<file path="config.mk">
export PLATFORM = sky130hd
export DESIGN_NAME = bin2bcd_seq
export DESIGN_NICKNAME = d
export VERILOG_FILES = /design/src/rtl/bcd_pkg.sv /design/src/rtl/bcd_digit_adj.sv /design/src/rtl/bin2bcd_seq.sv
export SDC_FILE = /design/constraint.sdc
export NUM_CORES = 1
export LEC_CHECK = 0
export CORE_ASPECT_RATIO = 0.8
export CORE_MARGIN = 3
export CORE_UTILIZATION = 45
export DETAILED_ROUTE_END_ITERATION = 6
export GPL_TIMING_DRIVEN = 0
export PLACE_DENSITY_LB_ADDON = 0.1
export SYNTH_ARGS = -nofsm -noshare
export SYNTH_HDL_FRONTEND = slang
export SYNTH_SLANG_ARGS = --single-unit
</file>
<file path="constraint.sdc">
create_clock -name clk -period 1.4 [get_ports clk]
set_input_delay 0.28 -clock clk [delete_from_list [all_inputs] [get_ports clk]]
set_output_delay 0.28 -clock clk [all_outputs]
set_load 0.01 [all_outputs]
</file>
<file path="src/rtl/bcd_pkg.sv">
// Shared types and sizing helpers for the sequential binary-to-BCD converter.
package bcd_pkg;

  typedef enum logic {
    IDLE  = 1'b0,
    SHIFT = 1'b1
  } state_t;

  localparam int unsigned DIGIT_W = 4;
  localparam int unsigned MAX_DIGITS = 19;

  // Smallest digit count whose decimal range covers every bin_w-bit value.
  function automatic int unsigned bcd_digits(input int unsigned bin_w);
    longint unsigned max_val;
    longint unsigned lim;
    int unsigned     d;
    max_val = (bin_w >= 64) ? '1 : ((64'(1) << bin_w) - 64'(1));
    lim     = 64'(10);
    d       = 1;
    for (int i = 0; i < int'(MAX_DIGITS); i++) begin
      if (lim <= max_val && d < MAX_DIGITS) begin
        lim = lim * 64'(10);
        d   = d + 1;
      end
    end
    return d;
  endfunction

endpackage

</file>
<file path="src/rtl/bcd_digit_adj.sv">
// Double-dabble digit correction: add 3 to a BCD digit of 5 or more before the shift.
module bcd_digit_adj
  import bcd_pkg::*;
(
  input  logic [DIGIT_W-1:0] digit,
  output logic [DIGIT_W-1:0] adjusted_c
);

  always_comb begin
    adjusted_c = digit;
    if (digit >= DIGIT_W'(5)) begin
      adjusted_c = digit + DIGIT_W'(3);
    end
  end

endmodule

</file>
<file path="src/rtl/bin2bcd_seq.sv">
// Iterative binary-to-BCD converter, one input bit per clock, start/ready/done handshake.
module bin2bcd_seq
  import bcd_pkg::*;
#(
  parameter int unsigned BIN_W  = 8,
  parameter int unsigned DIGITS = 3
) (
  input  logic                    clk,
  input  logic                    rst,
  input  logic                    start,
  input  logic [BIN_W-1:0]        bin,
  output logic                    ready,
  output logic                    busy,
  output logic                    done,
  output logic [4*DIGITS-1:0]     bcd
);

  localparam int unsigned BCD_W = DIGIT_W * DIGITS;
  localparam int unsigned CNT_W = $clog2(BIN_W + 1);

  if (BIN_W < 1) begin : g_bad_width
    $error("bin2bcd_seq: BIN_W must be at least 1");
  end
  if (DIGITS < bcd_digits(BIN_W)) begin : g_bad_digits
    $error("bin2bcd_seq: DIGITS too small to represent 2**BIN_W-1");
  end

  state_t             state;
  state_t             state_next;
  logic [BIN_W-1:0]   shreg;
  logic [BIN_W-1:0]   shreg_next;
  logic [BCD_W-1:0]   scratch;
  logic [BCD_W-1:0]   scratch_next;
  logic [BCD_W-1:0]   scratch_adj;
  logic [BCD_W-1:0]   scratch_shift;
  logic [CNT_W-1:0]   cnt;
  logic [CNT_W-1:0]   cnt_next;
  logic [BCD_W-1:0]   bcd_next;
  logic               done_next;

  for (genvar k = 0; k < int'(DIGITS); k++) begin : g_adj
    bcd_digit_adj u_adj (
      .digit      (scratch[DIGIT_W*k +: DIGIT_W]),
      .adjusted_c (scratch_adj[DIGIT_W*k +: DIGIT_W])
    );
  end

  // The sizing check guarantees the top bit of scratch_adj is always zero.
  assign scratch_shift = (scratch_adj << 1) | {{(BCD_W-1){1'b0}}, shreg[BIN_W-1]};

  always_ff @(posedge clk) begin
    if (rst) begin
      state   <= IDLE;
      ready   <= 1'b1;
      busy    <= 1'b0;
      done    <= 1'b0;
      bcd     <= '0;
      shreg   <= '0;
      scratch <= '0;
      cnt     <= '0;
    end else begin
      state   <= state_next;
      ready   <= (state_next == IDLE);
      busy    <= (state_next == SHIFT);
      done    <= done_next;
      bcd     <= bcd_next;
      shreg   <= shreg_next;
      scratch <= scratch_next;
      cnt     <= cnt_next;
    end
  end

  always_comb begin
    state_next   = state;
    shreg_next   = shreg;
    scratch_next = scratch;
    cnt_next     = cnt;
    bcd_next     = bcd;
    done_next    = 1'b0;
    unique case (state)
      IDLE: begin
        if (start) begin
          shreg_next   = bin;
          scratch_next = '0;
          cnt_next     = CNT_W'(BIN_W);
          state_next   = SHIFT;
        end
      end
      SHIFT: begin
        shreg_next   = shreg << 1;
        scratch_next = scratch_shift;
        cnt_next     = cnt - CNT_W'(1);
        if (cnt == CNT_W'(1)) begin
          bcd_next   = scratch_shift;
          done_next  = 1'b1;
          state_next = IDLE;
        end
      end
      default: state_next = IDLE;
    endcase
  end

endmodule

</file>
==> impl_metrics.sql <==
INSERT INTO impl_metrics (metric_group, metric, value, unit) VALUES
('status', 'outcome', 'finished, final reports clean', ''),
('logic_synthesis', 'synth_nets', '202', ''),
('global_route', 'largest_net_degree_at_the_start_of_global_routing', '12', ''),
('floorplanning', 'start_util', '48.5', '%'),
('logic_synthesis', 'synthDistinctLibCells', '31', ''),
('cells_and_area', 'fin_area', '2280', 'µm²'),
('logic_synthesis', 'syn_area', '1720', 'µm²'),
('pwr', 'max-vdd-ir-drop', '0.631', 'mV'),
('worst_setup_path', 'timing.critical_path.required', '1.63', 'ns'),
('worst_hold_path', 'class_of_the_worst_hold_path', 'reg -> reg', ''),
('floorplanning', 'boundaryPins', '26', ''),
('logic_synthesis', 'yosysSeqAreaShare', '45.5', '%'),
('sta', 'finalSetupViolations', '0', ''),
('cells_and_area', 'area_delta_synth_final', '33.1', '%'),
('cells_and_area', 'fillCellCount', '300', ''),
('worst_setup_path', 'timing_worst_setup_path_type', 'reg -> reg', ''),
('drt', 'detail_route.drc_violations', '0', ''),
('worst_setup_path', 'worstSetupStartpointType', 'flop', ''),
('global_route', 'first_global_vias', '1406', ''),
('placed_design', 'numPortBuffers', '25', ''),
('global_route', 'grt_antenna_before_repair', '0', ''),
('run', 'max_cap_viol_count', '0', ''),
('cts', 'cts.clk_slew.worst_paths', '0.07', 'ns'),
('placed_design', 'gp_routability_congestion', '0.791', ''),
('floorplanning', 'die_w', '75.1', 'µm'),
('cts', 'holdBufCountCts', '0', ''),
('logic_synthesis', 'yosys_warnings', '0', ''),
('drt', 'wirelength', '4180', 'µm'),
('cts', 'ctsLongestPathBuffers', '2', ''),
('drt', 'detail-route-antenna-nets', '0', ''),
('cts', 'cts_inserted_buffers', '5', ''),
('cells_and_area', 'drive_gt1_share', '26.6', '%'),
('logic_synthesis', 'syn_area_per_cell', '9.38', 'µm²'),
('floorplanning', 'placement_rows', '19', ''),
('sta', 'maxSlewViolCount', '0', ''),
('floorplanning', 'core-area', '3540', 'µm²'),
('worst_setup_path', 'cp-end-kind', 'flop', ''),
('sta', 'timing.max_slew.rel_slack', '61.5', '%'),
('placed_design', 'dpl.hpwl', '2670', 'µm'),
('cts', 'insertion_delay', '0.29', 'ns'),
('logic_synthesis', 'postSynthCellCount', '183', ''),
('cells_and_area', 'insertedDiodeCount', '0', ''),
('drt', 'first_iter_violations', '81', ''),
('sta', 'clock_skew', '0.00360', 'ns'),
('drt', 'avgViaCountPerCell', '5.55', ''),
('worst_setup_path', 'crit_path_top_delay_cell', 'sky130_fd_sc_hd__dfxtp_4', ''),
('global_route', 'gr-total-overflow', '0', ''),
('cts', 'h_tree_levels', '2', ''),
('sta', 'fmax', '726', 'MHz'),
('sta', 'rsz_0062_raised_after_global_routing', 'true', ''),
('floorplanning', 'dieArea', '4600', 'µm²'),
('pwr', 'leakagePower', '0.933', 'nW'),
('global_route', 'grt_pass1_wl', '6620', 'µm'),
('cts', 'cts.root.buffer_cell', 'sky130_fd_sc_hd__clkbuf_8', ''),
('placed_design', 'placed_area', '2020', 'µm²'),
('drt', 'first_pass_drt_iterations', '4', ''),
('drt', 'detail_route.wl_per_cell', '15.8', 'µm'),
('sta', 'finalCriticalPeriod', '1.38', 'ns'),
('sta', 'worst_slew_pin_slew', '0.575', 'ns'),
('global_route', 'globalRouteTotalUtil', '19.7', '%'),
('logic_synthesis', 'seq_cells_post_synth', '39', ''),
('pwr', 'power.density', '949', 'nW/µm²'),
('sta', 'fin_tns_setup', '0', 'ns'),
('drt', 'route.vias.total', '1465', ''),
('cts', 'clock_tree_from_tritoncts', 'yes', ''),
('worst_setup_path', 'crit_path_max_fanout', '5', ''),
('floorplanning', 'vertical_die_dimension', '61.2', 'µm'),
('worst_setup_path', 'critPathArrivalTime', '1.60', 'ns'),
('sta', 'fin_crit_sh', '98.4', '%'),
('worst_setup_path', 'max_stage_delay', '0.37', 'ns'),
('sta', 'timing_hold_violations_final', '0', ''),
('cells_and_area', 'nets', '241', ''),
('worst_setup_path', 'crit_path_cell_trace', 'inv_2 > ha_4 > nand2b_4 > a21o_1 > mux2_4 > o21ai_2', ''),
('cts', 'clock_sinks', '39', '');
==> cells by family after synthesis <==
group           share of synthesized area [%]
simple gates                             15.2
mux                                      7.29
fa+ha+maj                                5.83
buf+inv                                  5.10
flops                                    45.5
xor+xnor                                 1.53
compound gates                           19.6
==> path summary, 6_finish.rpt <==
kind	start	end	slack [ns]	cells after the start
hold / removal	bcd[11]	bcd[11]	0.46	1
setup / recovery	scratch[0]	scratch[2]	0.02	6
hold reg to reg	bcd[11]	bcd[11]	0.46	1
setup reg to reg	scratch[0]	scratch[2]	0.02	6
==> worst max-delay path, delay by kind of cell, from the launching register on <==
family	cells	cell delay, ns
AO/OA/AOI/OAI	2	0.30
flip-flops	1	0.37
AND/OR/NAND/NOR	1	0.06
adder cells (fa/ha/maj)	1	0.18
multiplexers	1	0.32
buffers and inverters	1	0.09
==> cells in the final DEF, fill, tap and decap left out, types with 4 or more instances in the layout <==
| cell type | n |
|---|---|
| sky130_fd_sc_hd__a21oi_1 | 17 |
| sky130_fd_sc_hd__a22o_1 | 4 |
| sky130_fd_sc_hd__buf_2 | 5 |
| sky130_fd_sc_hd__buf_4 | 9 |
| sky130_fd_sc_hd__clkbuf_8 | 6 |
| sky130_fd_sc_hd__clkdlybuf4s50_1 | 10 |
| sky130_fd_sc_hd__dfxtp_1 | 31 |
| sky130_fd_sc_hd__dfxtp_2 | 7 |
| sky130_fd_sc_hd__dlygate4sd2_1 | 15 |
| sky130_fd_sc_hd__ha_4 | 5 |
| sky130_fd_sc_hd__inv_2 | 7 |
| sky130_fd_sc_hd__mux2i_1 | 9 |
| sky130_fd_sc_hd__nand3_1 | 8 |
| sky130_fd_sc_hd__nor2_1 | 21 |
| sky130_fd_sc_hd__nor3_1 | 6 |
| sky130_fd_sc_hd__nor3b_1 | 5 |
| sky130_fd_sc_hd__o21ai_1 | 10 |
| sky130_fd_sc_hd__o2bb2ai_1 | 7 |
==> sequential cells by signal, indices dropped and copies added, names as in the netlist <==
name / cells
ready: 1
shreg: 8
cnt: 4
done: 1
scratch: 12
state: 1
bcd: 12
==> timing repair <==
| action | 4_1_cts | 5_1_grt |
|---|---|---|
| endpoints found under the setup margin | 31 | 27 |
| gates cloned | 1 | 0 |
| buffers inserted | 6 | 0 |
| pin swaps | 5 | 5 |
| resized for setup | 38 | 19 |
==> routing by layer <==
metal	vias up	global-route usage, %	wire length [µm]
li1	721	-	-
met1	708	26.3	1920
met2	30	28.9	1990
met3	6	7.50	221
met4	0	7.87	51
met5	-	0	0
==> synthesized netlist by cell type <==
| library cell | n | area [µm²] |
|---|---|---|
| sky130_fd_sc_hd__a21oi_2 | 1 | 8.76 |
| sky130_fd_sc_hd__nor2_2 | 1 | 6.26 |
| sky130_fd_sc_hd__mux2i_1 | 11 | 110 |
| sky130_fd_sc_hd__a21o_1 | 2 | 15.0 |
| sky130_fd_sc_hd__nand3_1 | 8 | 40.0 |
| sky130_fd_sc_hd__inv_2 | 2 | 7.51 |
| sky130_fd_sc_hd__nor3b_1 | 5 | 37.5 |
| sky130_fd_sc_hd__nor2_1 | 22 | 82.6 |
| sky130_fd_sc_hd__nand2_1 | 1 | 3.75 |
| sky130_fd_sc_hd__xnor2_1 | 3 | 26.3 |
| sky130_fd_sc_hd__a311oi_1 | 1 | 8.76 |
| sky130_fd_sc_hd__o21ba_1 | 1 | 10.0 |
| sky130_fd_sc_hd__nand2b_1 | 6 | 37.5 |
| sky130_fd_sc_hd__o2bb2ai_1 | 7 | 61.3 |
| sky130_fd_sc_hd__buf_1 | 1 | 3.75 |
| sky130_fd_sc_hd__nand3b_1 | 1 | 7.51 |
| sky130_fd_sc_hd__buf_2 | 7 | 35.0 |
| sky130_fd_sc_hd__a32o_1 | 3 | 30.0 |
| sky130_fd_sc_hd__o21ai_1 | 10 | 50.1 |
| sky130_fd_sc_hd__o2bb2ai_2 | 1 | 15.0 |
| sky130_fd_sc_hd__inv_1 | 9 | 33.8 |
| sky130_fd_sc_hd__o31a_1 | 1 | 8.76 |
| sky130_fd_sc_hd__a21oi_1 | 17 | 85.1 |
| sky130_fd_sc_hd__mux2_4 | 1 | 15.0 |
| sky130_fd_sc_hd__dfxtp_1 | 39 | 781 |
| sky130_fd_sc_hd__ha_1 | 8 | 100 |
| sky130_fd_sc_hd__nor3_1 | 7 | 35.0 |
| sky130_fd_sc_hd__buf_4 | 1 | 7.51 |
| sky130_fd_sc_hd__nor3_2 | 1 | 10.0 |
| sky130_fd_sc_hd__a22o_1 | 4 | 35.0 |
| sky130_fd_sc_hd__o21ai_2 | 1 | 8.76 |
==> area by class of cell <==
class                      instances  area (µm²)  share of cell area (%)
tap                               42        52.6                    2.30
timing repair buffer              32         282                    12.3
multi-input combinational        124         967                    42.3
clock inverter                     1        5.00                   0.219
inverter                          11        43.8                    1.92
buffer                             9        58.8                    2.57
sequential                        39         793                    34.7
clock buffer                       6        82.6                    3.61
==> report_power, final <==
group          total (mW)  internal, mW  switching, mW
sequential           1.17          1.14         0.0262
clock               0.758         0.386          0.372
combinational       0.245         0.111          0.134
total                2.17          1.64          0.532
==> metrics by stage <==
step | util, % | hold slack (ns) | total power [mW] | setup WS (ns) | instances
after floorplan | - | 0.452 | 1.32 | 0.0293 | 183
after global placement | 57.0 | 0.447 | 1.39 | -0.278 | 250
after detailed placement | 57.0 | 0.449 | 1.40 | -0.324 | 250
after CTS | 62.2 | 0.466 | 2.18 | 0.00551 | 264
after global routing | 64.5 | 0.480 | 2.27 | -0.0296 | 264
final | 64.5 | 0.464 | 2.17 | 0.0231 | 264
Power figures use the tool's default switching activity.
